$ cat src/rtl/regfile_arbiter.sv
// regfile_arbiter: round-robin sharing of one single-port register file
// between two requesters (A = index 0, B = index 1). A granted request is
// latched and turned into a chip-select / output-enable / write-strobe
// sequence: IDLE -> SETUP -> STROBE -> DONE. Every register file control
// pin comes straight from a flop.
module regfile_arbiter #(
    parameter int Width = 8,
    parameter int Depth = 4
) (
    input  logic             clk_i,
    input  logic             rst_ni,
    input  logic [1:0]       req_i,
    input  logic [1:0]       we_i,
    input  logic [Depth-1:0] addr_a_i,
    input  logic [Depth-1:0] addr_b_i,
    input  logic [Width-1:0] wdata_a_i,
    input  logic [Width-1:0] wdata_b_i,
    output logic [1:0]       ack_o,
    output logic [Width-1:0] rdata_o,
    output logic             cs_no,
    output logic             oe_o,
    output logic             ws_o,
    output logic [Depth-1:0] addr_o,
    output logic [Width-1:0] data_o,
    input  logic [Width-1:0] data_i
);

    typedef enum logic [1:0] {
        ST_IDLE   = 2'd0,
        ST_SETUP  = 2'd1,
        ST_STROBE = 2'd2,
        ST_DONE   = 2'd3
    } state_t;

    state_t           r_state;
    state_t           w_next_state;

    // r_last: requester granted most recently (1 = B), so A wins the first tie
    logic             r_last;
    logic             r_gnt;
    logic             r_we;
    logic [Depth-1:0] r_addr;
    logic [Width-1:0] r_wdata;
    logic [Width-1:0] r_rdata;
    logic             r_cs_n;
    logic             r_oe;
    logic             r_ws;
    logic [1:0]       r_ack;

    logic             w_start;
    logic             w_sel;
    logic             w_sel_we;
    logic [Depth-1:0] w_sel_addr;
    logic [Width-1:0] w_sel_wdata;
    logic             w_cur_we;
    logic             w_cs_n;
    logic             w_oe;
    logic             w_ws;
    logic [1:0]       w_ack;

    // A new access starts only from IDLE; requests at other times wait
    assign w_start = (r_state == ST_IDLE) && (req_i != 2'b00);

    // Round-robin winner selection and mux of the winner's request fields
    always_comb begin
        w_sel = 1'b0;
        case (req_i)
            2'b01:   w_sel = 1'b0;
            2'b10:   w_sel = 1'b1;
            2'b11:   w_sel = ~r_last;
            default: w_sel = 1'b0;
        endcase
        if (w_sel) begin
            w_sel_we    = we_i[1];
            w_sel_addr  = addr_b_i;
            w_sel_wdata = wdata_b_i;
        end else begin
            w_sel_we    = we_i[0];
            w_sel_addr  = addr_a_i;
            w_sel_wdata = wdata_a_i;
        end
    end

    // State register
    always_ff @(posedge clk_i or negedge rst_ni) begin
        if (!rst_ni) begin
            r_state <= ST_IDLE;
        end else begin
            r_state <= w_next_state;
        end
    end

    // Next-state logic: only IDLE waits, the rest of the sequence is fixed
    always_comb begin
        w_next_state = r_state;
        case (r_state)
            ST_IDLE: begin
                if (w_start) begin
                    w_next_state = ST_SETUP;
                end else begin
                    w_next_state = ST_IDLE;
                end
            end
            ST_SETUP:  w_next_state = ST_STROBE;
            ST_STROBE: w_next_state = ST_DONE;
            ST_DONE:   w_next_state = ST_IDLE;
            default:   w_next_state = ST_IDLE;
        endcase
    end

    // Output decode for the state being entered, so the pins can be registered
    always_comb begin
        w_cur_we = r_we;
        if (w_start) begin
            w_cur_we = w_sel_we;
        end else begin
            w_cur_we = r_we;
        end
        w_cs_n = 1'b1;
        w_oe   = 1'b0;
        w_ws   = 1'b0;
        w_ack  = 2'b00;
        case (w_next_state)
            ST_IDLE: begin
                w_cs_n = 1'b1;
                w_oe   = 1'b0;
                w_ws   = 1'b0;
                w_ack  = 2'b00;
            end
            ST_SETUP: begin
                w_cs_n = 1'b0;
                w_oe   = ~w_cur_we;
                w_ws   = 1'b0;
                w_ack  = 2'b00;
            end
            ST_STROBE: begin
                w_cs_n = 1'b0;
                w_oe   = ~r_we;
                w_ws   = r_we;
                w_ack  = 2'b00;
            end
            ST_DONE: begin
                w_cs_n = 1'b0;
                w_oe   = r_oe;
                w_ws   = 1'b0;
                if (r_gnt) begin
                    w_ack = 2'b10;
                end else begin
                    w_ack = 2'b01;
                end
            end
            default: begin
                w_cs_n = 1'b1;
                w_oe   = 1'b0;
                w_ws   = 1'b0;
                w_ack  = 2'b00;
            end
        endcase
    end

    // Latch the winner's request and remember it for the next tie-break
    always_ff @(posedge clk_i or negedge rst_ni) begin
        if (!rst_ni) begin
            r_last  <= 1'b1;
            r_gnt   <= 1'b0;
            r_we    <= 1'b0;
            r_addr  <= {Depth{1'b0}};
            r_wdata <= {Width{1'b0}};
        end else if (w_start) begin
            r_last  <= w_sel;
            r_gnt   <= w_sel;
            r_we    <= w_sel_we;
            r_addr  <= w_sel_addr;
            r_wdata <= w_sel_wdata;
        end else begin
            r_last  <= r_last;
            r_gnt   <= r_gnt;
            r_we    <= r_we;
            r_addr  <= r_addr;
            r_wdata <= r_wdata;
        end
    end

    // Registered register-file control pins and acknowledge
    always_ff @(posedge clk_i or negedge rst_ni) begin
        if (!rst_ni) begin
            r_cs_n <= 1'b1;
            r_oe   <= 1'b0;
            r_ws   <= 1'b0;
            r_ack  <= 2'b00;
        end else begin
            r_cs_n <= w_cs_n;
            r_oe   <= w_oe;
            r_ws   <= w_ws;
            r_ack  <= w_ack;
        end
    end

    // Capture read data as the strobe phase ends; held until the next read
    always_ff @(posedge clk_i or negedge rst_ni) begin
        if (!rst_ni) begin
            r_rdata <= {Width{1'b0}};
        end else if ((r_state == ST_STROBE) && !r_we) begin
            r_rdata <= data_i;
        end else begin
            r_rdata <= r_rdata;
        end
    end

    assign ack_o   = r_ack;
    assign rdata_o = r_rdata;
    assign cs_no   = r_cs_n;
    assign oe_o    = r_oe;
    assign ws_o    = r_ws;
    assign addr_o  = r_addr;
    assign data_o  = r_wdata;

endmodule

$ cat config.mk
export PLATFORM = sky130hd
export DESIGN_NAME = regfile_arbiter
export DESIGN_NICKNAME = d
export VERILOG_FILES = /design/src/rtl/regfile_arbiter.sv
export SDC_FILE = /design/constraint.sdc
export NUM_CORES = 1
export LEC_CHECK = 0
export BUFFER_PORTS_ARGS = -buffer_cell sky130_fd_sc_hd__buf_4
export CAP_MARGIN = 20
export CORE_MARGIN = 4
export CORE_UTILIZATION = 41
export DETAILED_ROUTE_END_ITERATION = 10
export PLACE_DENSITY = 0.75
export REMOVE_ABC_BUFFERS = 1
export SETUP_SLACK_MARGIN = 0.2
export SLEW_MARGIN = 20
export SYNTH_ARGS = -nofsm -noshare
export SYNTH_HDL_FRONTEND = slang
export SYNTH_SLANG_ARGS = --single-unit
$ cat constraint.sdc
create_clock -name clk_i -period 1.5 [get_ports clk_i]
set_input_delay 0.15 -clock clk_i [delete_from_list [all_inputs] [get_ports clk_i]]
set_output_delay 0.15 -clock clk_i [all_outputs]
set_load 0.1 [all_outputs]
==> reports/qor_table.md, run 1 <==
| Stage | Quantity | This run |
| --- | --- | --- |
| critical path | Sort of element at the start of the critical path | register |
| timing | Slew Viols, Final | 0 |
| routing | First-pass detailed-route iteration total | 4 |
| placed design | Number of buffers added on ports | 62 |
| synthesis | Synthesized area divided by synthesized cell count | 11.0 sq um |
| synthesis | Yosys top cell area share | 0.535 |
| die | Std cell rows | 20 |
| timing | Shortest period the worst path allows | 1370 ps |
| placed design | Number of cells after detailed placement | 226 |
| routing | Via density per instance | 4.87 |
| routing | Antenna Violating Nets Remaining | 0 |
| layout | Leading cell types in the layout, fill and taps excluded | 66 x sky130_fd_sc_hd__buf_4, 28 x sky130_fd_sc_hd__dfrtp_1, 21 x sky130_fd_sc_hd__a21oi_1, 14 x sky130_fd_sc_hd__nor2_1, 12 x sky130_fd_sc_hd__nand2_1 |
| die | Die Outline Area | 0.00416 sq mm |
| grt | GRT Residual Overflow | 0 |
| critical path | Gate family responsible for the most delay along the worst path | flip-flops |
| grt | Antenna violations before repair | 0 |
| cts | Number of sinks driven by the clock tree | 30 |
| cts | Total CTS buffers | 5 |
| synthesis | Post-Synth Adder-Cell Area | 0.0382 |
| synthesis | Post-synthesis register bit count | 30 |
| timing | Unrepaired setup endpoints after global routing | yes |
| grt | GRT Resource Usage Total | 0.170 |
| critical path | Endpoint required time on the critical path | 1700 ps |
| outcome | Outcome | finished clean |
| routing | Wirelength, routed | 3470 um |
| timing | Relative slew slack | 0.674 |
| synthesis | Post-synthesis sequential area ratio | 0.575 |
| synthesis | Post-synthesis share of cell area spent on xor and xnor gates | 0 |
| layout | Fraction of layout cells with a size suffix above 1 | 0.554 |
| grt | Number of global-route vias before repair | 1,214 |
| synthesis | Synth Area in Compound Gates | 0.165 |
| synthesis | Top cells by area in the synthesized netlist | sky130_fd_sc_hd__dfrtp_1 53%, sky130_fd_sc_hd__a21oi_1 9.9%, sky130_fd_sc_hd__mux2_2 6.0% |
| cts | Depth of the CTS H-tree | 2 |
| layout | Filler cells | 247 |
| grt | Largest net degree at the start of global routing | 31 |
| critical path | Worst endpoint data arrival time | 1580 ps |
| cts | Clock-pin slew on the worst setup and hold paths | 90 ps |
| layout | Layout Nets | 236 |
| timing | Hold violation total from the final report | 0 |
| timing | Actual slew at the worst max-slew pin | 487 ps |
| routing | Routed len/inst | 14.5 um |
| layout | Most common cell after layout, fill and taps aside | sky130_fd_sc_hd__buf_4 |
| synthesis | Mux share of post-synthesis cell area | 0.0774 |
| routing | Total DRC errors in the routed layout | 0 |
| synthesis | Yosys warns | 0 |
| cts | Later-pin clock latency in the skew report | 320 ps |
| critical path | Worst path max stage delay | 400 ps |
| layout | Antenna cell count | 0 |
| run | Maxcap violations | 0 |
| die | Starting utilization of the core area | 0.429 |
| cts | Root cell of the clock tree | sky130_fd_sc_hd__clkbuf_4 |
| placed design | Placed wire-length estimate after detailed placement | 2460 um |
| critical path | Cell breakdown of the critical path | inv_2 > ha_4 > nor2b_4 > buf_8 > mux2_4 |
| layout | Final Instance Count excl. Fillers | 239 |
| critical path | Highest net fanout along the worst path | 8 |
| die | Placeable core region | 0.00305 sq mm |
| critical path | Kind of end point of the critical path | register |
| timing | Final worst-path setup slack | 127 ps |
| routing | Vias after detailed routing | 1,165 |
| cts | TritonCTS clock tree | done |
| timing | Period utilization | 0.916 |
| placed design | Post-place setup slack | 59.4 ps |
| synthesis | Largest area contributor in the netlist | sky130_fd_sc_hd__dfrtp_1 |
| routing | Number of violations reported at the end of detailed-routing iteration 0 | 25 |
| die | Count of pins on the block boundary | 63 |
| critical path | Highest-delay cell along the critical path | sky130_fd_sc_hd__dfrtp_1 |
| grt | First-pass GRT wire length | 5470 um |
| hold path | Hold Crit Class | input port to register |
| cts | Max clock buf depth | 2 |
| die | Die extent in x | 64.5 um |
| timing | Final setup violation count | 0 |
| critical path | Critical setup path kind | register to register |
| synthesis | Synth cell types | 23 |
| synthesis | Cell count after synthesis | 119 |
| layout | Area growth, synth to finish | 61.4% |
| die | DIE HEIGHT | 64.5 um |
| synthesis | Post-synth design cell area | 0.00131 sq mm |
| timing | Layout Skew | 3.43 ps |
| synthesis | Post-synthesis share of cell area spent on and, or, nand and nor gates | 0.108 |
| synthesis | Dominant combinational cell family by area after synthesis | compound AO/OA/AOI/OAI gates |
| timing | FMAX | 728 MHz |
| placed design | Weighted congestion at the end of routability-driven global placement | 0.821 |
| layout | Design Area, Final | 0.00211 sq mm |
| placed design | Placed standard-cell area | 0.00185 sq mm |
| critical path | Crit path buf inv count | 2 |
[stage by stage]
step                TNS, ps  hold slack (ps)  utilization
finish                    0             62.4        0.693
global route              0             38.2        0.693
CTS                       0             41.5        0.659
detailed placement        0             95.0        0.607
global placement          0             91.6        0.607
floorplan             -1050             -146            -
[layout make-up]
cell class / instances / area (sq um) / area share
sequential: 30 / 753 / 0.356
multi-input combinational: 81 / 649 / 0.307
timing repair buffer: 73 / 586 / 0.277
clock buffer: 7 / 55.1 / 0.0260
tap: 44 / 55.1 / 0.0260
inverter: 3 / 11.3 / 0.00533
clock inverter: 1 / 5.00 / 0.00237
[worst register-to-register path, cell delays in order (launching register included)]
cell and delay, ps:
sky130_fd_sc_hd__dfrtp_1 400, sky130_fd_sc_hd__inv_2 110, sky130_fd_sc_hd__ha_4 140, sky130_fd_sc_hd__nor2b_4 140
sky130_fd_sc_hd__buf_8 150, sky130_fd_sc_hd__mux2_4 310
[cells by family after synthesis]
family	Yosys count
AND/OR/NAND/NOR	33
buffers and inverters	8
adder cells (fa/ha/maj)	4
flip-flops	30
multiplexers	9
AO/OA/AOI/OAI	35
[path summary, 6_finish.rpt]
check / startpoint / endpoint / slack [ps] / depth (start not counted)
worst max-delay path: r_state[0]$_DFF_PN0_ / rdata_o[6]$_DFFE_PN0P_ / 130 / 5
worst min register to register: r_gnt$_DFFE_PN0N_ / ack_o[0]$_DFF_PN0_ / 470 / 1
worst min-delay path: data_i[1] / rdata_o[1]$_DFFE_PN0P_ / 60 / 2
max in group asynchronous: rst_ni / cs_no$_DFF_PN1_ / 900 / 2
min in group asynchronous: rst_ni / oe_o$_DFFE_PN0P_ / 290 / 2
worst max register to register: r_state[0]$_DFF_PN0_ / rdata_o[6]$_DFFE_PN0P_ / 130 / 5
[cells in the mapped netlist, drive strengths merged]
cell and n:
inv 3, a21o 1, o21a 1, a31oi 1
dfrtp 28, a22o 2, a21oi 26, o32ai 1
nor4b 1, dfstp 2, and2 2, ha 4
nor2 15, nor2b 3, nand2 12, a21boi 1
buf 5, mux2 9, o21ai 1, a21bo 1
[per-layer routing]
| metal | up-vias | global-route usage | routed length (um) |
|---|---|---|---|
| met5 | - | 0 | 0 |
| met4 | 0 | 0.0475 | 41 |
| met3 | 4 | 0.0659 | 282 |
| met2 | 54 | 0.298 | 1750 |
| met1 | 551 | 0.193 | 1400 |
| li1 | 556 | - | - |
[state kept, by name, indices dropped and copies added (netlist names)]
signal / count
r_we: 1
r_last: 1
rdata_o: 8
r_gnt: 1
r_state: 2
addr_o: 4
ws_o: 1
cs_no: 1
data_o: 8
oe_o: 1
ack_o: 2
[repair_timing]
action                                  in CTS  in global routing
hold buffers                                 1                  0
pin swaps                                    1                  1
gates resized for setup                     19                 18
endpoints found under the setup margin      24                 26
setup buffers                                2                  2
hold endpoints to repair                    28                  0
cloned                                       0                  0
Power of run 1 is not shown: default switching activity piles up to over one toggle a cycle in this logic, so the estimate is an artifact.
==> run 2: changes to the inputs <==
--- a/config.mk
+++ b/config.mk
@@ -5,6 +5,7 @@
 export SDC_FILE = /design/constraint.sdc
 export NUM_CORES = 1
 export LEC_CHECK = 0
+export ABC_AREA = 1
 export BUFFER_PORTS_ARGS = -buffer_cell sky130_fd_sc_hd__buf_4
 export CAP_MARGIN = 20
 export CORE_MARGIN = 4
==> reports/qor_table.md, run 2 <==
| Stage | Quantity | This run | Delta |
| --- | --- | --- | --- |
| timing | Shortest period the worst path allows | 1370 ps | +0.246 ps |
| die | Count of pins on the block boundary | 63 | unchanged |
| critical path | Sort of element at the start of the critical path | register |  |
| timing | Setup total negative slack | 0 ps | unchanged |
| layout | Design Area, Final | 0.00214 sq mm | +1.3% |
| placed design | Weighted congestion at the end of routability-driven global placement | 0.765 | -6.8% |
| synthesis | Top_reg_cell synth | sky130_fd_sc_hd__dfrtp_1 |  |
| synthesis | Largest area contributor in the netlist | sky130_fd_sc_hd__dfrtp_1 |  |
| die | DIE HEIGHT | 65.0 um | +0.75% |
| cts | Total CTS buffers | 5 | unchanged |
| cts | Max clock buf depth | 2 | unchanged |
| synthesis | Most frequent cells after synthesis | 36 x sky130_fd_sc_hd__nand2_1, 28 x sky130_fd_sc_hd__dfrtp_1, 15 x sky130_fd_sc_hd__nor2_1 |  |
| synthesis | Synth cell types | 19 | -17% |
| critical path | Worst r2r dst | oe_o$_DFFE_PN0P_ |  |
| die | Placeable core region | 0.00308 sq mm | +0.82% |
| routing | Total met3 wirelength after detailed routing | 318 um | +13% |
| critical path | Register-to-register setup slack | 130 ps | about the same |
| synthesis | Post-synthesis register bit count | 30 | unchanged |
| grt | Antenna violations before repair | 0 | unchanged |
| synthesis | EDFF count, synth | 0 | unchanged |
| hold path | Worst-case hold path end point | rdata_o[0]$_DFFE_PN0P_ |  |
| synthesis | Post-synthesis sequential area ratio | 0.565 | -0.00972 |
| timing | Hold violation total from the final report | 0 | unchanged |
| cts | TritonCTS clock tree | done |  |
| critical path | Highest net fanout along the worst path | 4 | -4 |
| cts | Later-pin clock latency in the skew report | 320 ps | about the same |
| synthesis | Yosys top cell area share | 0.526 | -0.00904 |
| die | Starting utilization of the core area | 0.433 | +0.00383 |
| die | Std cell rows | 20 | unchanged |
| layout | Layout Nets | 253 | +7.2% |
| synthesis | Yosys warns | 0 | unchanged |
| routing | Total DRC errors in the routed layout | 0 | unchanged |
| die | Die Outline Area | 0.00423 sq mm | +1.5% |
| timing | Slew Viols, Final | 0 | unchanged |
| routing | Via density per instance | 4.89 | +0.25% |
| layout | Area growth, synth to finish | 60.8% |  |
| layout | Leading cell types in the layout, fill and taps excluded | 69 x sky130_fd_sc_hd__buf_4, 35 x sky130_fd_sc_hd__nand2_1, 28 x sky130_fd_sc_hd__dfrtp_1, 15 x sky130_fd_sc_hd__nor2_1 |  |
| routing | Highest signal layer in the routed design | met4 |  |
| timing | Unrepaired setup endpoints after global routing | yes |  |
| grt | GRT Resource Usage Total | 0.165 | -0.00553 |
| critical path | Cell count of the worst reg-to-reg path | 7 | +2 |
| routing | Antenna Violating Nets Remaining | 0 | unchanged |
| routing | Vias after detailed routing | 1,251 | +7.4% |
| synthesis | Leading cell type by number of instances after synthesis | sky130_fd_sc_hd__nand2_1 |  |
| routing | Wirelength, routed | 3650 um | +5.2% |
| layout | Most common cell after layout, fill and taps aside | sky130_fd_sc_hd__buf_4 |  |
| placed design | Placed wire-length estimate after detailed placement | 2350 um | -4.3% |
| die | Die extent in x | 65.0 um | +0.75% |
| synthesis | Top cells by area in the synthesized netlist | sky130_fd_sc_hd__dfrtp_1 53%, sky130_fd_sc_hd__nand2_1 10%, sky130_fd_sc_hd__mux2_2 6.8% |  |
| run | Maxcap violations | 0 | unchanged |
| timing | FMAX | 728 MHz | about the same |
| critical path | Gate family responsible for the most delay along the worst path | flip-flops |  |
| grt | First-pass GRT wire length | 5260 um | -3.8% |
| grt | Largest net degree at the start of global routing | 31 | unchanged |
| critical path | Worst path max stage delay | 410 ps | about the same |
| timing | Final setup violation count | 0 | unchanged |
| routing | Total length of routed met2 wires | 1930 um | +10% |
| timing | Period utilization | 0.916 | about the same |
| layout | Area used by multi-input combinational logic | 598 sq um | -7.9% |
| critical path | Worst endpoint data arrival time | 1620 ps | +40 ps |
| grt | GRT Residual Overflow | 0 | unchanged |
| hold path | Hold Path Cell Cnt | 2 | unchanged |
| synthesis | Cell count after synthesis | 133 | +12% |
| cts | Clock-pin slew on the worst setup and hold paths | 100 ps | about the same |
| routing | Number of violations reported at the end of detailed-routing iteration 0 | 19 | -24% |
| critical path | Kind of end point of the critical path | register |  |
| cts | Number of sinks driven by the clock tree | 30 | unchanged |
| hold path | Origin of the worst min-delay path | data_i[0] |  |
| critical path | Logic depth of the worst path, buffers included | 7 | +2 |
| routing | First-pass detailed-route iteration total | 4 | unchanged |
| routing | Routed length on met1 | 1380 um | -1.6% |
| synthesis | Asr flop ratio synth | 1.00 | unchanged |
| critical path | Cell breakdown of the critical path | inv_2 > ha_4 > inv_2 > or2_4 > a21oi_2 > nand2_1 > a21oi_2 |  |
| placed design | Number of buffers added on ports | 62 | unchanged |
| timing | Layout Skew | 6.34 ps | +2.92 ps |
| cts | Depth of the CTS H-tree | 2 | unchanged |
| critical path | Crit path buf inv count | 2 | unchanged |
| layout | Post-layout util | 0.696 | +0.00331 |
| outcome | Outcome | finished clean |  |
| critical path | Startpoint of the worst register-to-register path | r_state[0]$_DFF_PN0_ |  |
| critical path | Highest-delay cell along the critical path | sky130_fd_sc_hd__dfrtp_1 |  |
| grt | Number of global-route vias before repair | 1,222 | +0.66% |
| timing | Actual slew at the worst max-slew pin | 377 ps | -110 ps |
| synthesis | Post-synth design cell area | 0.00133 sq mm | +1.7% |
| layout | Filler cells | 241 | -2.4% |
| timing | Relative slew slack | 0.749 | +0.0742 |
| layout | Flip-flop and latch area | 753 sq um | unchanged |
| placed design | Placed standard-cell area | 0.00183 sq mm | -0.95% |
| critical path | Endpoint required time on the critical path | 1750 ps | +50 ps |
| hold path | Hold Crit Class | input port to register |  |
| layout | Antenna cell count | 0 | unchanged |
| layout | Fraction of layout cells with a size suffix above 1 | 0.514 | -0.0397 |
| synthesis | Synthesized area divided by synthesized cell count | 10.0 sq um | -9.0% |
| critical path | Critical setup path kind | register to register |  |
| routing | Routed len/inst | 14.3 um | -1.7% |
| cts | Root cell of the clock tree | sky130_fd_sc_hd__clkbuf_4 |  |
run 2: worst reg2reg max path, cell delays in order, from the launching register on:
cell and delay (ps):
sky130_fd_sc_hd__dfrtp_1 410, sky130_fd_sc_hd__inv_2 130, sky130_fd_sc_hd__ha_4 170, sky130_fd_sc_hd__inv_2 50, sky130_fd_sc_hd__or2_4 240, sky130_fd_sc_hd__a21oi_2 130, sky130_fd_sc_hd__nand2_1 70, sky130_fd_sc_hd__a21oi_2 110
run 2: metrics by stage:
step           setup WS (ps)  hold WS [ps]  cells
6_report                 126          58.6    256
5_1_grt                 66.0          45.5    256
4_1_cts                  171          44.2    248
3_5_place_dp            34.2          99.0    236
3_3_place_gp             110          90.2    236
2_1_floorplan           96.0          -146    129
run 2: cell families (layout without fill, tap and decap cells):
logic type      after synthesis  count (layout)  share of synthesized area
buf+inv                      15              94                     0.0601
fa+ha+maj                     4               4                     0.0376
mux                           8               8                     0.0676
flops                        30              30                      0.565
compound gates               18              18                     0.0817
simple gates                 58              58                      0.188
run 2: per-layer routing:
| metal | vias up | GRT usage |
|---|---|---|
| met2 | 60 | 0.296 |
| met1 | 593 | 0.172 |
| li1 | 594 | - |
| met4 | 0 | 0.0699 |
| met3 | 4 | 0.0589 |
| met5 | - | 0 |
run 2: how the worst max path moves through the flow:
stage / end / startpoint / slack [ps]
floorplan: oe_o$_DFFE_PN0P_ / r_state[0]$_DFF_PN0_ / 100
global placement: rdata_o[5]$_DFFE_PN0P_ / r_state[0]$_DFF_PN0_ / 110
detailed placement: rdata_o[1]$_DFFE_PN0P_ / r_state[0]$_DFF_PN0_ / 30
CTS: oe_o$_DFFE_PN0P_ / r_state[1]$_DFF_PN0_ / 170
global route: oe_o$_DFFE_PN0P_ / r_state[0]$_DFF_PN0_ / 70
finish: oe_o$_DFFE_PN0P_ / r_state[0]$_DFF_PN0_ / 130
run 2: cell type report:
cell class / count / area share
Sequential cell: 30 / 0.352
Clock buffer: 7 / 0.0257
Timing Repair Buffer: 75 / 0.295
Tap cell: 44 / 0.0257
Clock inverter: 1 / 0.00234
Inverter: 11 / 0.0204
Multi-Input combinational cell: 88 / 0.279
run 2: timing repair:
action,in CTS,in global routing
endpoints found under the setup margin,22,24
hold buffers,1,0
gates resized for setup,12,7
endpoints found under the hold margin,28,0
pin swaps,3,13
buffers inserted,2,7
gates cloned,1,1
Power of run 2 is left out for the same reason.
==> run 3: changes to the inputs <==
--- a/config.mk
+++ b/config.mk
@@ -5,8 +5,8 @@
 export SDC_FILE = /design/constraint.sdc
 export NUM_CORES = 1
 export LEC_CHECK = 0
-export ABC_AREA = 1
-export BUFFER_PORTS_ARGS = -buffer_cell sky130_fd_sc_hd__buf_4
+export ABC_AREA = 0
+export BUFFER_PORTS_ARGS = -buffer_cell sky130_fd_sc_hd__clkbuf_2
 export CAP_MARGIN = 20
 export CORE_MARGIN = 4
 export CORE_UTILIZATION = 41
==> constraint.sdc (replaced) <==
create_clock -name clk_i -period 1.5 [get_ports clk_i]
set_input_delay 0.15 -clock clk_i [delete_from_list [all_inputs] [get_ports clk_i]]
set_output_delay 0.15 -clock clk_i [all_outputs]
set_load 0.05 [all_outputs]
==> reports/qor_table.md, run 3 (synthesis results as in run 1) <==
| Stage | Quantity | This run | Delta |
| --- | --- | --- | --- |
| outcome | Outcome | finished clean |  |
| placed design | Weighted congestion at the end of routability-driven global placement | 0.876 | +15% |
| grt | Largest net degree at the start of global routing | 31 | unchanged |
| routing | Routed len/inst | 14.0 um | -1.7% |
| routing | Total DRC errors in the routed layout | 0 | unchanged |
| cts | Depth of the CTS H-tree | 2 | unchanged |
| layout | Layout Nets | 239 | -5.5% |
| critical path | Worst endpoint data arrival time | 1550 ps | -70 ps |
| timing | Setup total negative slack | 0 ps | unchanged |
| timing | Relative slew slack | 0.525 | -0.224 |
| cts | Root cell of the clock tree | sky130_fd_sc_hd__clkbuf_4 |  |
| routing | Number of violations reported at the end of detailed-routing iteration 0 | 20 | +1 |
| critical path | Kind of end point of the critical path | register |  |
| grt | GRT Resource Usage Total | 0.165 | about the same |
| critical path | Sort of element at the start of the critical path | register |  |
| timing | Actual slew at the worst max-slew pin | 713 ps | +336 ps |
| timing | Shortest period the worst path allows | 1350 ps | -20.3 ps |
| power | Sum of internal, switching and leakage power | 0.00510 W |  |
| die | Std cell rows | 20 | unchanged |
| routing | Wirelength, routed | 3380 um | -7.4% |
| cts | Number of sinks driven by the clock tree | 30 | unchanged |
| die | Placeable core region | 0.00305 sq mm | -0.81% |
| timing | Final setup violation count | 0 | unchanged |
| die | Die extent in x | 64.5 um | -0.75% |
| placed design | Number of cells after detailed placement | 226 | -4.2% |
| timing | Hold violation total from the final report | 0 | unchanged |
| critical path | Highest net fanout along the worst path | 8 | +4 |
| placed design | Number of buffers added on ports | 62 | unchanged |
| layout | Area growth, synth to finish | 51.7% |  |
| cts | Total CTS buffers | 5 | unchanged |
| timing | Slew Viols, Final | 0 | unchanged |
| timing | Period utilization | 0.902 | -0.0136 |
| power | Worst vdd ir | 0.00152 V |  |
| routing | First-pass detailed-route iteration total | 6 | +2 |
| grt | Number of global-route vias before repair | 1,171 | -4.2% |
| critical path | Critical setup path kind | register to register |  |
| timing | FMAX | 739 MHz | +1.5% |
| hold path | Hold Crit Class | input port to register |  |
| timing | Unrepaired setup endpoints after global routing | yes |  |
| layout | Leading cell types in the layout, fill and taps excluded | 62 x sky130_fd_sc_hd__clkbuf_2, 28 x sky130_fd_sc_hd__dfrtp_1, 14 x sky130_fd_sc_hd__a21oi_1, 13 x sky130_fd_sc_hd__nor2_1 |  |
| cts | Max clock buf depth | 2 | unchanged |
| timing | Layout Skew | 4.82 ps | -1.53 ps |
| layout | Most common cell after layout, fill and taps aside | sky130_fd_sc_hd__clkbuf_2 |  |
| grt | Antenna violations before repair | 0 | unchanged |
| cts | Later-pin clock latency in the skew report | 310 ps | about the same |
| routing | Via density per instance | 4.92 | +0.70% |
| die | DIE HEIGHT | 64.5 um | -0.75% |
| grt | GRT Residual Overflow | 0 | unchanged |
| layout | Final Instance Count excl. Fillers | 241 | -5.9% |
| power | Ratio of total power to cell area | 2570 mW/mm^2 |  |
| grt | First-pass GRT wire length | 5280 um | +0.27% |
| critical path | Endpoint required time on the critical path | 1690 ps | -60 ps |
| die | Starting utilization of the core area | 0.429 | -0.00383 |
| die | Count of pins on the block boundary | 63 | unchanged |
| layout | Antenna cell count | 0 | unchanged |
| cts | Clock-pin slew on the worst setup and hold paths | 90 ps | about the same |
| cts | TritonCTS clock tree | done |  |
| layout | Fraction of layout cells with a size suffix above 1 | 0.589 | +0.0747 |
| routing | Antenna Violating Nets Remaining | 0 | unchanged |
| power | Leakage component of the power | 0.985 nW |  |
| placed design | Placed wire-length estimate after detailed placement | 2370 um | +0.66% |
| die | Die Outline Area | 0.00416 sq mm | -1.5% |
| routing | Vias after detailed routing | 1,186 | -5.2% |
| run | Maxcap violations | 0 | unchanged |
| layout | Post-layout util | 0.651 | -0.0451 |
[run 3: cell type report]
class                           instances  area (sq um)
Multi-Input combinational cell         81           664
Tap cell                               44          55.1
Timing Repair Buffer                   76           458
Inverter                                3          11.3
Sequential cell                        30           753
Clock buffer                            7          45.0
Fill cell                             263          1070
[run 3: path summary, 6_finish.rpt]
path,startpoint,to,slack [ps],cells after the start
max,r_state[0]$_DFF_PN0_,rdata_o[7]$_DFFE_PN0P_,150,5
min,addr_a_i[3],addr_o[3]$_DFFE_PN0N_,50,3
max reg2reg,r_state[0]$_DFF_PN0_,rdata_o[7]$_DFFE_PN0P_,150,5
min reg2reg,r_gnt$_DFFE_PN0N_,ack_o[0]$_DFF_PN0_,470,1
max in group asynchronous,rst_ni,r_we$_DFF_PN0_,620,2
min in group asynchronous,rst_ni,ack_o[0]$_DFF_PN0_,420,2
[run 3: what timing repair did]
item,4_1_cts,5_1_grt
hold buffers,1,0
endpoints found under the hold margin,28,0
buffers inserted,2,5
setup endpoints to repair,25,23
resized for setup,15,26
pin swaps,0,4
[run 3: report_power, final]
group          total [W]  leakage, nW  switching (W)  internal, W
Sequential       0.00148        0.351       0.000255      0.00123
Clock           0.000416       0.0254       0.000240     0.000176
Combinational    0.00320        0.609        0.00204      0.00116
[run 3: critical path, cell delays in order (launching register included)]
cell and delay (ps):
sky130_fd_sc_hd__dfrtp_1 400, sky130_fd_sc_hd__inv_2 110, sky130_fd_sc_hd__ha_4 140, sky130_fd_sc_hd__nor2b_4 140, sky130_fd_sc_hd__buf_8 150, sky130_fd_sc_hd__mux2_4 310
[run 3: metal layers]
layer | GRT usage | part of all wire
met5 | 0 | 0
met4 | 0.0660 | 0.0086
met1 | 0.188 | 0.40
met2 | 0.286 | 0.52
met3 | 0.0503 | 0.076
[run 3: through the flow]
step / instance area (sq um) / setup slack, ps / hold WS, ps
after detailed placement: 1700 / 76.2 / 237
after global routing: 1990 / 74.8 / 21.2
final: 1990 / 147 / 47.1
after global placement: 1700 / 134 / 236
after floorplan: 1270 / -136 / -146
after CTS: 1820 / 140 / 32.6
Note: power is estimated with default switching activity, not from simulation.
